--- src/rtl/regfile_pkg.sv ---
// Shared register-file constants and the registered write-port record used by
// regfile_write_arbiter.
package regfile_pkg;

    localparam int unsigned XLEN       = 32;
    localparam int unsigned REG_ADDR_W = 5;
    localparam int unsigned NUM_REGS   = 32;

    localparam logic [REG_ADDR_W-1:0] REG_ZERO = '0;

    typedef logic [REG_ADDR_W-1:0] reg_addr_t;
    typedef logic [XLEN-1:0]       reg_data_t;

    // One registered write toward the register file.
    typedef struct packed {
        logic      we;
        reg_addr_t addr;
        reg_data_t data;
    } rf_wr_t;

    // Decodes a register address to a scoreboard mask; x0 never appears in the mask.
    function automatic logic [NUM_REGS-1:0] reg_mask(input reg_addr_t addr);
        logic [NUM_REGS-1:0] m;
        m       = '0;
        m[addr] = 1'b1;
        m[0]    = 1'b0;
        return m;
    endfunction

endpackage

--- src/rtl/rr_arbiter.sv ---
// Combinational round-robin arbiter: the search starts one past `last` and wraps
// modulo N; the pointer register lives in the parent.
module rr_arbiter #(
    parameter int unsigned N    = 3,
    parameter int unsigned IdxW = (N > 1) ? $clog2(N) : 1
) (
    input  logic [N-1:0]    req,
    input  logic [IdxW-1:0] last,
    output logic [N-1:0]    grant,
    output logic [IdxW-1:0] grant_idx
);

    logic            found;
    int unsigned     cand;
    logic [IdxW-1:0] cand_idx;

    always_comb begin
        grant     = '0;
        grant_idx = last;
        found     = 1'b0;
        cand      = 0;
        cand_idx  = '0;
        for (int unsigned k = 1; k <= N; k++) begin
            cand = 32'(last) + k;
            if (cand >= N) begin
                cand = cand - N;
            end
            cand_idx = IdxW'(cand);
            if (!found && req[cand_idx]) begin
                found           = 1'b1;
                grant[cand_idx] = 1'b1;
                grant_idx       = cand_idx;
            end
        end
    end

endmodule

--- src/rtl/regfile_write_arbiter.sv ---
// Round-robin sharing of the register-file write port plus a pending-write scoreboard.
// Defining RF_ARB_BYPASS_EN adds a combinational read bypass from the registered write.
module regfile_write_arbiter
    import regfile_pkg::*;
#(
    parameter int unsigned NUM_REQ = 3
) (
    input  logic                       clk,
    input  logic                       rst,
    input  logic [NUM_REQ-1:0]         req_valid,
    output logic [NUM_REQ-1:0]         req_ready,
    input  logic [NUM_REQ*5-1:0]       req_addr,
    input  logic [NUM_REQ*32-1:0]      req_data,
    input  logic                       issue_valid,
    input  logic [REG_ADDR_W-1:0]      issue_rd,
    input  logic                       flush,
    output logic                       rf_we,
    output logic [REG_ADDR_W-1:0]      rf_waddr,
    output logic [XLEN-1:0]            rf_wdata,
    output logic [NUM_REGS-1:0]        busy
`ifdef RF_ARB_BYPASS_EN
    ,
    input  logic [REG_ADDR_W-1:0]      byp_raddr1,
    input  logic [REG_ADDR_W-1:0]      byp_raddr2,
    input  logic [XLEN-1:0]            rf_rdata1,
    input  logic [XLEN-1:0]            rf_rdata2,
    output logic [XLEN-1:0]            byp_rdata1,
    output logic [XLEN-1:0]            byp_rdata2
`endif
);

    localparam int unsigned IdxW = $clog2(NUM_REQ);

    logic [IdxW-1:0]     last_q, last_d;
    rf_wr_t              wr_q, wr_d;
    logic [NUM_REGS-1:0] busy_q, busy_d;

    logic [NUM_REQ-1:0]  arb_grant;
    logic [IdxW-1:0]     arb_idx;
    logic                xfer;
    reg_addr_t           sel_addr;
    reg_data_t           sel_data;

    rr_arbiter #(
        .N    (NUM_REQ),
        .IdxW (IdxW)
    ) u_rr_arbiter (
        .req       (req_valid),
        .last      (last_q),
        .grant     (arb_grant),
        .grant_idx (arb_idx)
    );

    // No grant is honoured while reset is held.
    always_comb begin
        req_ready = rst ? '0 : arb_grant;
        xfer      = |req_ready;
        sel_addr  = REG_ZERO;
        sel_data  = '0;
        for (int i = 0; i < int'(NUM_REQ); i++) begin
            if (arb_grant[i]) begin
                sel_addr = req_addr[i*REG_ADDR_W +: REG_ADDR_W];
                sel_data = req_data[i*XLEN +: XLEN];
            end
        end
    end

    always_comb begin
        last_d = xfer ? arb_idx : last_q;

        // Address and data hold unless a real write is captured; x0 writes are consumed silently.
        wr_d    = wr_q;
        wr_d.we = 1'b0;
        if (xfer && (sel_addr != REG_ZERO)) begin
            wr_d.we   = 1'b1;
            wr_d.addr = sel_addr;
            wr_d.data = sel_data;
        end

        // Clear first so a same-edge issue to the same register (younger) wins.
        busy_d = busy_q;
        if (xfer) begin
            busy_d = busy_d & ~reg_mask(sel_addr);
        end
        if (issue_valid && (issue_rd != REG_ZERO)) begin
            busy_d = busy_d | reg_mask(issue_rd);
        end
        if (flush) begin
            busy_d = '0;
        end
        busy_d[0] = 1'b0;
    end

    always_ff @(posedge clk) begin
        if (rst) begin
            last_q <= IdxW'(NUM_REQ - 1);
            wr_q   <= '0;
            busy_q <= '0;
        end else begin
            last_q <= last_d;
            wr_q   <= wr_d;
            busy_q <= busy_d;
        end
    end

    always_comb begin
        rf_we    = wr_q.we;
        rf_waddr = wr_q.addr;
        rf_wdata = wr_q.data;
        busy     = busy_q;
    end

`ifdef RF_ARB_BYPASS_EN
    always_comb begin
        byp_rdata1 = rf_rdata1;
        byp_rdata2 = rf_rdata2;
        if (wr_q.we && (byp_raddr1 != REG_ZERO) && (wr_q.addr == byp_raddr1)) begin
            byp_rdata1 = wr_q.data;
        end
        if (wr_q.we && (byp_raddr2 != REG_ZERO) && (wr_q.addr == byp_raddr2)) begin
            byp_rdata2 = wr_q.data;
        end
    end
`endif

endmodule

--- config.mk ---
export PLATFORM = sky130hd
export DESIGN_NAME = regfile_write_arbiter
export DESIGN_NICKNAME = d
export VERILOG_FILES = /design/src/rtl/regfile_pkg.sv /design/src/rtl/rr_arbiter.sv /design/src/rtl/regfile_write_arbiter.sv
export SDC_FILE = /design/constraint.sdc
export NUM_CORES = 1
export LEC_CHECK = 0
export CAP_MARGIN = 20
export CORE_ASPECT_RATIO = 2
export CORE_MARGIN = 2
export CORE_UTILIZATION = 37
export CTS_CLUSTER_SIZE = 16
export DETAILED_ROUTE_END_ITERATION = 10
export PLACE_DENSITY = 0.85
export SLEW_MARGIN = 20
export SYNTH_ARGS = -nofsm -noshare
export SYNTH_HDL_FRONTEND = slang
export SYNTH_HIERARCHICAL = 1
export SYNTH_SLANG_ARGS = --single-unit
--- constraint.sdc ---
create_clock -name clk -period 3.3 [get_ports clk]
set_clock_uncertainty 0.05 [all_clocks]
set_input_delay 0.66 -clock clk [delete_from_list [all_inputs] [get_ports clk]]
set_output_delay 0.66 -clock clk [all_outputs]
set_load 0.005 [all_outputs]
### Word-level counts from Yosys, hierarchy flattened

Index checks and enable logic that the tools add are counted.

* bits in registers: 72
* bits of input ports: 123
* output and inout bits: 73
* word-level logic and storage cells: 84

* add/sub/neg operators: 6
* magnitude comparators: 13
* muxes and demuxes: 37
* bitwise gates (word level): 5
* reduce and logical (&&, ||, !) cells: 17

Operators with widths (count)
* $mux 32: 5
* $mux 38: 1
* $and 32x32->32: 1
* $not 32->32: 1
* $or 32x32->32: 1
* $mux 5: 3
* $lt 5x6->1 const B: 2
* $mux 2: 6
* $mux 3: 4
* $demux 1 s5: 2
* $ge 5x1->1 const B: 2
* $mux 1: 10
* $reduce_bool 5->1: 2
* $ge 3x2->1 const B: 3
* $logic_and 1x1->1: 9
* $lt 2x3->1 const B: 3
* $add 2x2->3 const B: 2
* $bmux 1 s2: 3
* $demux 1 s2: 3
* $ge 2x1->1 const B: 3
* $or 3x3->3: 2
* $sub 2x2->2 const B: 3
* $add 2x1->3 const B: 1
* $reduce_bool 3->1: 1
* 4 further kinds: 5

### Depth between registers and ports, before layout

Gate-level depths: netlist of run 1.

* depth after elaboration: 24
* gate-level depth with buffers: 15
* gate-level depth less buffers: 11

### By module

The synthesis of run 1 kept the hierarchy.

Modules (own cells, without submodules)
* regfile_write_arbiter: instances 1, cells each 456, area each 3595.9 um2, seq. area each 1421.4 um2
* rr_arbiter: instances 1, cells each 38, area each 291.5 um2, seq. area each 0.0 um2

### Worst setup path before layout of run 1

OpenSTA, ideal clock, no wires.

* path type: reg-to-output
* start: register last_q[0]
* end: output port req_ready[2]
* data arrival time: 2.790 ns
* required time: 2.590 ns
* setup slack: -0.200 ns
* stages on the path, launching flop included: 12
* buffers on the path: 4
* path through: dfxtp_1 inv_1 ha_1 buf_2 nand2_1 nor3_1 nor4b_1 o21ai_0 buf_6 clkbuf_1 clkbuf_1 nor2b_1

* cells in the longest elaborated chain, start to end: 13
* elaborated cells between the ends (all ways): 45
* classes of those cells: add/sub: 6; order compare: 9; mux: 21; bitwise: 2; reduce/logical: 7

Ends and longest elaborated chain
* start: declaration: RTL line regfile_write_arbiter.sv:34 `logic [IdxW-1:0] last_q, last_d;`
* start signal: assignment: RTL line regfile_write_arbiter.sv:96 `last_q <= IdxW'(NUM_REQ - 1);`
* start signal: assignment: RTL line regfile_write_arbiter.sv:100 `last_q <= last_d;`
* $add 2x1->3: RTL line rr_arbiter.sv:24 `cand = 32'(last) + k;`
* $ge 3x2->1 or $sub 2x2->2 (tied branches): RTL line rr_arbiter.sv:25, rr_arbiter.sv:26
* $mux 2: RTL line rr_arbiter.sv:25 `if (cand >= N) begin`
* $lt 2x3->1 (implied by the code), or another cell as far along: RTL line rr_arbiter.sv:31 `grant[cand_idx] = 1'b1;`
* $logic_and 1x1->1 (implied by the code) or $mux 1 (tied branches): RTL line rr_arbiter.sv:31, rr_arbiter.sv:29
* $mux 1 (on tied branches): RTL line rr_arbiter.sv:31, rr_arbiter.sv:29
* $demux 1 s2 or $logic_not 1->1 (tied branches)
* $mux 3 or $logic_and 1x1->1 (tied branches): RTL line rr_arbiter.sv:29 `if (!found && req[cand_idx]) begin`
* $or 3x3->3 (no line) or $mux 1 (tied branches)
* $mux 3 or $logic_not 1->1 (tied branches): RTL line rr_arbiter.sv:29
* $or 3x3->3 (no line) or $logic_and 1x1->1 (tied branches)
* $mux 3 *: RTL line rr_arbiter.sv:29
* via arb_grant[2]: RTL line regfile_write_arbiter.sv:38 `logic [NUM_REQ-1:0] arb_grant;`
* $mux 3 *: RTL line regfile_write_arbiter.sv:56 `req_ready = rst ? '0 : arb_grant;`
* end: declaration: RTL line regfile_write_arbiter.sv:11 `output logic [NUM_REQ-1:0] req_ready,`

Mark *: on every way through the listed nets, which the timed path passes. The rest lies on a longest branch. The select of a mux whose other input is x is not followed.

### Worst setup path after layout of run 1

* start: register last_q[0]
* end: output port req_ready[0]

The elaborated chain is that of the path after synthesis.

==> flow_summary.rst, run 1 <==
.. list-table::
   :header-rows: 1

   * - Metric
     - Value
   * - Result of the run
     - finished, violations left
   * - Violated checks
     - setup timing
   * - Nets@finish
     - 834
   * - Total clock sinks
     - 71
   * - Clk Tree Root Cell
     - sky130_fd_sc_hd__clkbuf_16
   * - Max stage delay on crit path
     - 0.51 ns
   * - Place WS
     - -0.2670 ns
   * - Total I/O pin count
     - 196
   * - Number of vias in the routed layout
     - 4,600
   * - Endpoint class of the critical path
     - output port
   * - TritonCTS clock tree
     - done
   * - Worst-case register-to-register setup slack
     - 0.14 ns
   * - Overall die width
     - 76.48 um
   * - Number of levels the H-tree was split into
     - 3
   * - Core area
     - 10,340 sq um
   * - Total placed instance area
     - 6202 sq um
   * - Worst setup slack after layout
     - -0.0009590 ns
   * - Initial antenna violation count
     - 0
   * - Top library cells by usage in the layout, fill and taps aside
     - sky130_fd_sc_hd__clkdlybuf4s50_1 (189), sky130_fd_sc_hd__dfxtp_1 (71), sky130_fd_sc_hd__a21oi_1 (59)
   * - Cell count after synthesis
     - 494
   * - Clock slew seen by the registers of the worst setup and hold paths
     - 0.06 ns
   * - Highest attainable clock frequency
     - 302.9 MHz
   * - Fraction of layout instances using a drive strength above 1
     - 13.96%
   * - Worst Hold Path EP
     - busy[4]
   * - Leading area contributor after synthesis
     - sky130_fd_sc_hd__dfxtp_1
   * - Number of filler instances in the final layout
     - 863
   * - Number of global-route vias before repair
     - 4,501
   * - Most frequent standard cell in the layout excluding fill and tap cells
     - sky130_fd_sc_hd__clkdlybuf4s50_1
   * - Start point of the worst min-delay path
     - busy[4]
   * - Worst reg2reg path depth
     - 17
   * - Remaining antenna violation count
     - 0
   * - Cell total after placement
     - 828
   * - Final routed wire length divided by cell count
     - 16.12 um
   * - Detailed Routing Iterations Pass 1
     - 5
   * - Overflow after GRT
     - 0
   * - Number of register bits inferred by synthesis
     - 71
   * - DRC violation count after routing
     - 0
   * - Average instance area after synthesis
     - 7.869 sq um
   * - Leakage component of the power
     - 2.480 nW
   * - Max-cap viol count
     - 0
   * - Post-Synthesis Cell Area
     - 3887 sq um
   * - Post-layout utilization of the core
     - 64.37%
   * - Count of unique library cells instantiated by Yosys
     - 47
   * - Number of enable-type register cells in the synthesized netlist
     - 0
   * - Wire length of the first global-routing pass
     - 21.67 mm
   * - Synth top area cells
     - sky130_fd_sc_hd__dfxtp_1 (37%), sky130_fd_sc_hd__a21oi_1 (7.7%), sky130_fd_sc_hd__nand4b_1 (7.4%), sky130_fd_sc_hd__a22oi_1 (6.2%), sky130_fd_sc_hd__nand2_1 (4.8%)
   * - Slew at the pin closest to its max-slew limit
     - 0.7470 ns
   * - Instance count along the most critical hold path
     - 2
   * - Max FO, Critical Path
     - 8
   * - Placed wire-length estimate after detailed placement
     - 10.43 mm
   * - Detailed Route Iter0 Violations
     - 281
   * - Antenna cell count
     - 0
   * - Count of endpoints failing setup in the final report
     - 1
   * - Die Footprint
     - 11,390 sq um
   * - Flip-flop cell with the highest count after synthesis
     - sky130_fd_sc_hd__dfxtp_1
   * - Endpoint required time on the critical path
     - 2.59 ns
   * - Pins Over Slew Limit
     - 0
   * - Number of buffers inserted by port buffering
     - 194
   * - FFs w/ async S/R, synth
     - 0%
   * - Synthesized net count
     - 623
   * - Post-layout instance area
     - 6659 sq um
   * - Area taken by flip-flops and latches
     - 1421 sq um
   * - Arrival @ worst endpoint
     - 2.59 ns
   * - Warning count from the yosys run
     - 6
   * - Multi-input combinational cell area
     - 2351 sq um
   * - Post-Route WL
     - 13.64 mm
   * - Launch point of the worst reg-to-reg path
     - last_q[1]
   * - Number of buffers created by CTS
     - 9
   * - Relative area change from synthesis to final layout
     - 71.29%
   * - Worst IR drop on VDD
     - 0.0009523 V
   * - Clk_lat worst skew
     - 0.33 ns
   * - Initial Util
     - 37.58%
   * - Number of hold violations in the final report
     - 0
   * - Fraction of post-synthesis cell area in the top cell type by area
     - 36.56%
   * - Number of buffers between clock root and the deepest sink
     - 2
   * - Sequential area share after synthesis
     - 36.56%
   * - Reg-to-reg endpoint
     - rf_wdata[0]
   * - Headroom to the max-slew limit
     - 50.02%
   * - Critical-path top delay cell
     - sky130_fd_sc_hd__clkdlybuf4s50_1
   * - Hold slack
     - 0.4266 ns
   * - Setup repair after global routing missed its margin
     - true
   * - Via density
     - 5.437
   * - Largest net degree at the start of global routing
     - 65
   * - Vertical extent of the die
     - 149.0 um
   * - Overall global routing resource usage
     - 23.47%
   * - Post-route insts no fill
     - 846
   * - Period utilization
     - 100.0%
   * - Minimum clock period
     - 3.301 ns
   * - Std-Cell Rows
     - 53
   * - Power per Cell Area
     - 1089 nW/um^2
   * - Series of cell instances along the critical path
     - inv_2 -> ha_4 -> buf_4 -> nor3b_4 -> a21oi_4 -> nand2b_1 -> a31oi_2 -> nor2b_2 -> clkdlybuf4s50_1
   * - Gp weighted congestion
     - 0.9621
   * - Hold crit path type
     - reg -> reg
   * - Classification of the worst setup path
     - reg -> out
   * - Nature of the critical path startpoint
     - register
==> worst max path at each step <==
stage                 start           end  cells past startpoint
2_1_floorplan     last_q[0]  req_ready[2]                     11
3_3_place_gp   req_valid[1]  req_ready[2]                      7
3_5_place_dp   req_valid[1]       busy[8]                     11
4_1_cts        req_valid[1]  req_ready[0]                      7
5_1_grt           last_q[0]  req_ready[0]                      9
6_report          last_q[0]  req_ready[0]                      9
==> registers in the layout, summed over array words and instances, names as in the netlist <==
signal,cells
last_q,2
rf_wdata,32
busy,31
rf_we,1
rf_waddr,5
==> synthesized netlist by cell type (6+ instances only) <==
library cell and n:
sky130_fd_sc_hd__dfxtp_1 71, sky130_fd_sc_hd__a21oi_1 60, sky130_fd_sc_hd__nand2_1 50, sky130_fd_sc_hd__nor2_1 44, sky130_fd_sc_hd__nand4b_1 33, sky130_fd_sc_hd__a22oi_1 32
sky130_fd_sc_hd__o21ai_1 30, sky130_fd_sc_hd__o21ai_0 28, sky130_fd_sc_hd__clkbuf_1 22, sky130_fd_sc_hd__nand3_1 10, sky130_fd_sc_hd__buf_2 9, sky130_fd_sc_hd__nor2b_1 9
sky130_fd_sc_hd__nand3b_1 8, sky130_fd_sc_hd__nand2b_1 7, sky130_fd_sc_hd__o311ai_1 7, sky130_fd_sc_hd__ha_1 6
==> per-stage QoR <==
step	TNS, ns	power (W)
CTS	-0.3488	0.006988
floorplan	0	0.003988
detailed placement	-15.37	0.005902
global route	-0.1167	0.007758
finish	-0.0009590	0.007255
global placement	-9.689	0.005780
==> power by group <==
group          total [W]  leakage, nW  switching [W]  internal, W
Combinational    0.00517         1.75        0.00290      0.00227
Sequential       0.00106        0.577      0.0000649     0.000997
Clock            0.00102        0.155       0.000348     0.000675
==> cell families (layout without fill, tap and decap cells) <==
group	after synthesis	in the layout	share of synthesized area (%)
buffers and inverters	49	264	6.180
flip-flops	71	71	36.56
multiplexers	3	3	0.9333
AND/OR/NAND/NOR	183	183	25.97
other	1	1	0.09646
adder cells (fa/ha/maj)	6	6	1.931
AO/OA/AOI/OAI	181	181	28.32
==> worst max-delay path: cells and delay by family (launching register included) <==
family          cells  cell delay, ns
buf+inv             3            0.75
simple gates        3            0.58
flops               1            0.34
compound gates      2            0.30
fa+ha+maj           1            0.28
==> repair_timing <==
action                                  CTS  global route
hold buffers                              0             0
setup buffers                             1             2
pin swaps                                 1             3
endpoints found under the setup margin    4            73
hold endpoints to repair                  0             0
resized for setup                         3            25
==> routing by layer <==
metal,wire length [um],GRT usage (%),vias up
li1,-,-,2228
met1,5299,26.19,2107
met2,6849,41.28,238
met3,1165,7.627,27
met4,327,8.818,0
met5,0,0,-
==> layout make-up <==
type / count / share of cell area [%]
clock inverter: 4 / 1.052
clock buffer: 11 / 3.645
inverter: 5 / 0.2818
tap: 137 / 2.574
sequential: 71 / 21.35
timing repair buffer: 244 / 35.79
multi-input combinational: 374 / 35.31
Note: power is estimated with default switching activity, not from simulation.
==> run 2: changes to the inputs <==
--- a/config.mk
+++ b/config.mk
@@ -5,13 +5,12 @@
 export SDC_FILE = /design/constraint.sdc
 export NUM_CORES = 1
 export LEC_CHECK = 0
-export CAP_MARGIN = 20
 export CORE_ASPECT_RATIO = 2
 export CORE_MARGIN = 2
 export CORE_UTILIZATION = 37
 export CTS_CLUSTER_SIZE = 16
 export DETAILED_ROUTE_END_ITERATION = 10
-export PLACE_DENSITY = 0.85
+export PLACE_DENSITY = 0.86
 export SLEW_MARGIN = 20
 export SYNTH_ARGS = -nofsm -noshare
 export SYNTH_HDL_FRONTEND = slang
==> flow_summary.rst, run 2 (synthesized netlist as in run 1, its figures left out) <==
.. list-table::
   :header-rows: 1

   * - Metric
     - Value
   * - Count of endpoints failing setup in the final report
     - 0
   * - Endpoint class of the critical path
     - register
   * - Post-route insts no fill
     - 855
   * - Result of the run
     - complete, no violations
   * - Max FO, Critical Path
     - 5
   * - Pins Over Slew Limit
     - 0
   * - Overall die width
     - 76.48 um
   * - Core area
     - 10,340 sq um
   * - Final routed wire length divided by cell count
     - 16.61 um
   * - Clk Tree Root Cell
     - sky130_fd_sc_hd__clkbuf_16
   * - Number of buffers added to fix hold violations after cts
     - 0
   * - Endpoint required time on the critical path
     - 3.47 ns
   * - TritonCTS clock tree
     - done
   * - Slew at the pin closest to its max-slew limit
     - 0.7479 ns
   * - Worst IR drop on VDD
     - 0.0007470 V
   * - Number of hold violations in the final report
     - 0
   * - Remaining antenna violation count
     - 0
   * - Largest net degree at the start of global routing
     - 51
   * - Initial antenna violation count
     - 0
   * - Detailed Routing Iterations Pass 1
     - 5
   * - Cell total after placement
     - 837
   * - Std-Cell Rows
     - 53
   * - Number of levels the H-tree was split into
     - 3
   * - Detailed Route Iter0 Violations
     - 301
   * - Setup repair after global routing missed its margin
     - true
   * - Multi-input combinational cell area
     - 2349 sq um
   * - Most frequent standard cell in the layout excluding fill and tap cells
     - sky130_fd_sc_hd__clkdlybuf4s50_1
   * - Post-Route WL
     - 14.20 mm
   * - Total I/O pin count
     - 196
   * - Max-cap viol count
     - 0
   * - Series of cell instances along the critical path
     - clkdlybuf4s50_1 -> nor3b_2 -> a21o_1 -> buf_4 -> nand3_1 -> a31oi_1 -> buf_4 -> buf_4 -> nand3b_1 -> a22oi_2 -> nand3_1 -> o311ai_1 -> nand2_1
   * - Number of filler instances in the final layout
     - 837
   * - Number of vias in the routed layout
     - 4,703
   * - Highest attainable clock frequency
     - 313.2 MHz
   * - Switching portion of total power
     - 45.30%
   * - Number of buffers between clock root and the deepest sink
     - 2
   * - DRC violation count after routing
     - 0
   * - Flip-flop count of the largest register after layout
     - 32
   * - Met2 layer usage reported by global route
     - 42.35%
   * - Critical path buffers and inverters
     - 4
   * - Post-layout utilization of the core
     - 65.03%
   * - Period utilization
     - 96.74%
   * - Arrival @ worst endpoint
     - 3.37 ns
   * - Switching power
     - 0.003366 W
   * - Die Footprint
     - 11,390 sq um
   * - Nets@finish
     - 842
   * - Leakage component of the power
     - 2.510 nW
   * - Met3 layer usage reported by global route
     - 6.901%
   * - Initial Util
     - 37.58%
   * - Clock network fraction of total power
     - 14.1%
   * - Max stage delay on crit path
     - 0.50 ns
   * - Clock slew seen by the registers of the worst setup and hold paths
     - 0.06 ns
   * - Top library cells by usage in the layout, fill and taps aside
     - sky130_fd_sc_hd__clkdlybuf4s50_1 (189), sky130_fd_sc_hd__dfxtp_1 (71), sky130_fd_sc_hd__a21oi_1 (58)
   * - Busiest layer in global routing
     - met2
   * - Minimum clock period
     - 3.192 ns
   * - Cell seen most often among critical-path stages
     - sky130_fd_sc_hd__buf_4
   * - Placed wire-length estimate after detailed placement
     - 10.86 mm
   * - Vertical extent of the die
     - 149.0 um
   * - Antenna cell count
     - 0
   * - Met1 track demand over resource
     - 26.66%
   * - Gp weighted congestion
     - 0.9135
   * - Wire length of the first global-routing pass
     - 22.11 mm
   * - Nature of the critical path startpoint
     - primary input
   * - Classification of the worst setup path
     - in -> reg
   * - Via density
     - 5.501
   * - Number of buffers inserted by port buffering
     - 194
   * - P_int
     - 0.004065 W
   * - Flop pwr share
     - 14.2%
   * - Relative area change from synthesis to final layout
     - 73.06%
   * - Hold crit path type
     - reg -> reg
   * - Critical-path top delay cell
     - sky130_fd_sc_hd__clkdlybuf4s50_1
   * - Number of global-route vias before repair
     - 4,603
   * - Total clock sinks
     - 71
   * - Area taken by flip-flops and latches
     - 1421 sq um
   * - Power per Cell Area
     - 1105 nW/um^2
   * - Largest delay share family, worst path
     - compound AO/OA/AOI/OAI gates
   * - Headroom to the max-slew limit
     - 49.96%
   * - Number of buffers created by CTS
     - 9
   * - Clk_lat worst skew
     - 0.33 ns
   * - Proportion of power drawn by combinational gates
     - 71.7%
   * - Overflow after GRT
     - 0
   * - Overall global routing resource usage
     - 24.21%
   * - Fraction of layout instances using a drive strength above 1
     - 15.04%
-- run 2: power groups by stage --
| stage | clock network (W) | registers (W) | logic [W] |
|---|---|---|---|
| floorplan | 0 | 0.00109 | 0.00290 |
| detailed placement | 0 | 0.00107 | 0.00502 |
| global route | 0.00109 | 0.00107 | 0.00574 |
| global placement | 0 | 0.00107 | 0.00491 |
| finish | 0.00104 | 0.00106 | 0.00533 |
| CTS | 0.00106 | 0.00106 | 0.00512 |
-- run 2: repair_timing --
item                       CTS  global route
setup endpoints to repair    3            63
hold endpoints to repair     0             0
resized for setup           14            17
pin swaps                    1             5
setup buffers                0             2
-- run 2: worst register-to-register path: cells and delay by family, from the launching register on --
family | cells | cell delay [ns]
buffers and inverters | 3 | 0.41
AOI/OAI and AO/OA | 4 | 1.16
adders and majority gates | 1 | 0.22
DFF | 1 | 0.34
and+or+nand+nor | 3 | 0.55
muxes | 1 | 0.34
-- run 2: worst paths after layout --
kind                            slack [ns]    startpoint        to  cells past startpoint
worst max-delay path                  0.11  req_valid[0]  busy[20]                     13
worst min-delay path                  0.42      busy[21]  busy[21]                      2
worst max register to register        0.11     last_q[0]  busy[20]                     12
worst min register to register        0.42      busy[21]  busy[21]                      2
-- run 2: metrics by stage --
stage | cell area [sq um] | setup TNS [ns] | hold slack [ns] | setup WS, ns | power [W]
floorplan | 3889 | 0 | 0.4084 | 0.01295 | 0.003988
global placement | 6282 | -10.41 | 0.4064 | -0.2531 | 0.005978
detailed placement | 6282 | -15.58 | 0.4134 | -0.3213 | 0.006094
CTS | 6658 | 0 | 0.4212 | 0.06958 | 0.007239
global route | 6728 | -0.4197 | 0.4479 | -0.07443 | 0.007893
finish | 6728 | 0 | 0.4244 | 0.1076 | 0.007431
-- run 2: final cells by class --
cell class	count	area share, %
Clock buffer	10	3.552
Sequential cell	71	21.13
Multi-Input combinational cell	374	34.91
Inverter	5	0.2790
Tap cell	137	2.548
Timing Repair Buffer	252	36.34
Clock inverter	6	1.246
-- run 2: routing by layer --
layer  share of wire (%)  wire length [um]
met2                  49              7017
met5                   0                 0
met3                 8.5              1209
met4                 3.7               527
met1                  38              5446
==> run 3: changes to the inputs <==
--- a/config.mk
+++ b/config.mk
@@ -6,7 +6,7 @@
 export NUM_CORES = 1
 export LEC_CHECK = 0
 export CORE_ASPECT_RATIO = 2
-export CORE_MARGIN = 2
+export CORE_MARGIN = 1
 export CORE_UTILIZATION = 37
 export CTS_CLUSTER_SIZE = 16
 export DETAILED_ROUTE_END_ITERATION = 10
==> flow_summary.rst, run 3 (synthesized netlist as in run 1, its figures left out) <==
.. list-table::
   :header-rows: 1

   * - Metric
     - Value
   * - Result of the run
     - complete, no violations
   * - Total placed instance area
     - 6165 sq um
   * - Initial antenna violation count
     - 0
   * - Nets@finish
     - 830
   * - Flip-flop count of the largest register after layout
     - 32
   * - Most frequent standard cell in the layout excluding fill and tap cells
     - sky130_fd_sc_hd__clkdlybuf4s50_1
   * - Cell total after placement
     - 824
   * - Minimum clock period
     - 3.204 ns
   * - Number of buffers between clock root and the deepest sink
     - 2
   * - Post-route insts no fill
     - 840
   * - Total I/O pin count
     - 196
   * - Number of hold violations in the final report
     - 0
   * - Max-cap viol count
     - 0
   * - Number of global-route vias before repair
     - 4,800
   * - Final routed wire length divided by cell count
     - 16.89 um
   * - Placed wire-length estimate after detailed placement
     - 11.16 mm
   * - Number of levels the H-tree was split into
     - 3
   * - Nature of the critical path startpoint
     - register
   * - Overall die width
     - 74.48 um
   * - Highest attainable clock frequency
     - 312.1 MHz
   * - Worst IR drop on VDD
     - 0.0006767 V
   * - Endpoint required time on the critical path
     - 2.59 ns
   * - Clk Tree Root Cell
     - sky130_fd_sc_hd__clkbuf_16
   * - Arrival @ worst endpoint
     - 2.49 ns
   * - Vertical extent of the die
     - 147.0 um
   * - Largest net degree at the start of global routing
     - 57
   * - Headroom to the max-slew limit
     - 51.69%
   * - Relative area change from synthesis to final layout
     - 70.04%
   * - Std-Cell Rows
     - 52
   * - Leakage component of the power
     - 2.455 nW
   * - Slew at the pin closest to its max-slew limit
     - 0.7220 ns
   * - Number of filler instances in the final layout
     - 832
   * - Number of buffers created by CTS
     - 9
   * - Clk_lat worst skew
     - 0.33 ns
   * - Clock slew seen by the registers of the worst setup and hold paths
     - 0.06 ns
   * - Period utilization
     - 97.09%
   * - Max FO, Critical Path
     - 7
   * - Via density
     - 5.582
   * - TritonCTS clock tree
     - done
   * - Overflow after GRT
     - 0
   * - Initial Util
     - 38.30%
   * - Detailed Routing Iterations Pass 1
     - 4
   * - Antenna cell count
     - 0
   * - Total clock sinks
     - 71
   * - Detailed Route Iter0 Violations
     - 182
   * - Die Footprint
     - 10,950 sq um
   * - Post-layout instance area
     - 6610 sq um
   * - Number of vias in the routed layout
     - 4,689
   * - Pins Over Slew Limit
     - 0
   * - Endpoint class of the critical path
     - output port
   * - Count of endpoints failing setup in the final report
     - 0
   * - Number of buffers inserted by port buffering
     - 194
   * - Top library cells by usage in the layout, fill and taps aside
     - sky130_fd_sc_hd__clkdlybuf4s50_1 (189), sky130_fd_sc_hd__dfxtp_1 (71), sky130_fd_sc_hd__a21oi_1 (57)
   * - Fraction of layout instances using a drive strength above 1
     - 13.33%
   * - Core area
     - 10,150 sq um
   * - Classification of the worst setup path
     - reg -> out
   * - Post-Route WL
     - 14.19 mm
   * - Overall global routing resource usage
     - 26.36%
   * - Power per Cell Area
     - 1064 nW/um^2
   * - Hold crit path type
     - reg -> reg
   * - Remaining antenna violation count
     - 0
   * - DRC violation count after routing
     - 0
   * - Wire length of the first global-routing pass
     - 22.14 mm
   * - Gp weighted congestion
     - 0.9342
   * - Setup repair after global routing missed its margin
     - true
==> run 3: changes by cell type in the layout (fill, tap and decap cells not counted), sizes merged <==
| cell | before | now |
|---|---|---|
| buf | 58 | 46 |
| clkbuf | 11 | 12 |
| clkinv | 4 | 1 |
| dlygate4sd2 | 2 | 3 |
==> run 3: power breakdown <==
| part | leakage [nW] | switching, W | internal, W | total (W) |
|---|---|---|---|---|
| clock | 0.165 | 0.000354 | 0.000718 | 0.00107 |
| combinational | 1.71 | 0.00282 | 0.00208 | 0.00490 |
| sequential | 0.577 | 0.0000664 | 0.000996 | 0.00106 |
==> run 3: metal layers <==
metal | wire length (um) | global-route usage (%)
met2 | 7818 | 46.98
met4 | 913 | 18.58
met5 | 0 | 0
met1 | 4648 | 25.03
met3 | 810 | 6.310
==> run 3: worst paths after layout <==
check	startpoint	endpoint	slack (ns)	depth (start not counted)
min reg2reg	busy[31]	busy[31]	0.42	2
min	busy[31]	busy[31]	0.42	2
max reg2reg	last_q[0]	busy[28]	0.11	14
max	last_q[0]	req_ready[1]	0.1	9
==> run 3: repair_timing <==
action | 4_1_cts | 5_1_grt
gates resized for setup | 7 | 22
pin swaps | 0 | 2
endpoints found under the setup margin | 47 | 72
setup buffers | 0 | 1
hold buffers | 0 | 0
endpoints found under the hold margin | 0 | 0
==> run 3: per-stage QoR <==
step                      utilization (%)  hold WS [ns]  setup TNS, ns  power (W)  worst slack, ns
after floorplan                         -        0.4084              0   0.003988          0.01295
after global placement              60.69        0.4058         -20.75   0.005563          -0.4036
after detailed placement            60.74        0.4171         -23.51   0.005717          -0.4009
after CTS                           64.18        0.4242        -0.3505   0.006832          -0.1816
after global routing                65.13        0.4476        -0.7116   0.007513         -0.04642
final                               65.13        0.4221              0   0.007036          0.09618
==> run 3: worst max-delay path, cell delays in order, from the launching register on <==
cell and delay, ns:
sky130_fd_sc_hd__dfxtp_1 0.32, sky130_fd_sc_hd__inv_1 0.08, sky130_fd_sc_hd__buf_4 0.15, sky130_fd_sc_hd__ha_1 0.22, sky130_fd_sc_hd__mux2_4 0.34, sky130_fd_sc_hd__a21oi_2 0.16
sky130_fd_sc_hd__buf_4 0.13, sky130_fd_sc_hd__a41o_2 0.29, sky130_fd_sc_hd__nor2b_1 0.16, sky130_fd_sc_hd__dlygate4sd2_1 0.30
==> run 3: area by class of cell <==
class,instances,area (sq um),share of cell area (%)
clock inverter,3,65.06,0.9843
multi-input combinational,374,2349,35.53
clock buffer,12,266.5,4.032
inverter,5,18.77,0.2839
tap,135,168.9,2.555
timing repair buffer,240,2321,35.11
sequential,71,1421,21.50
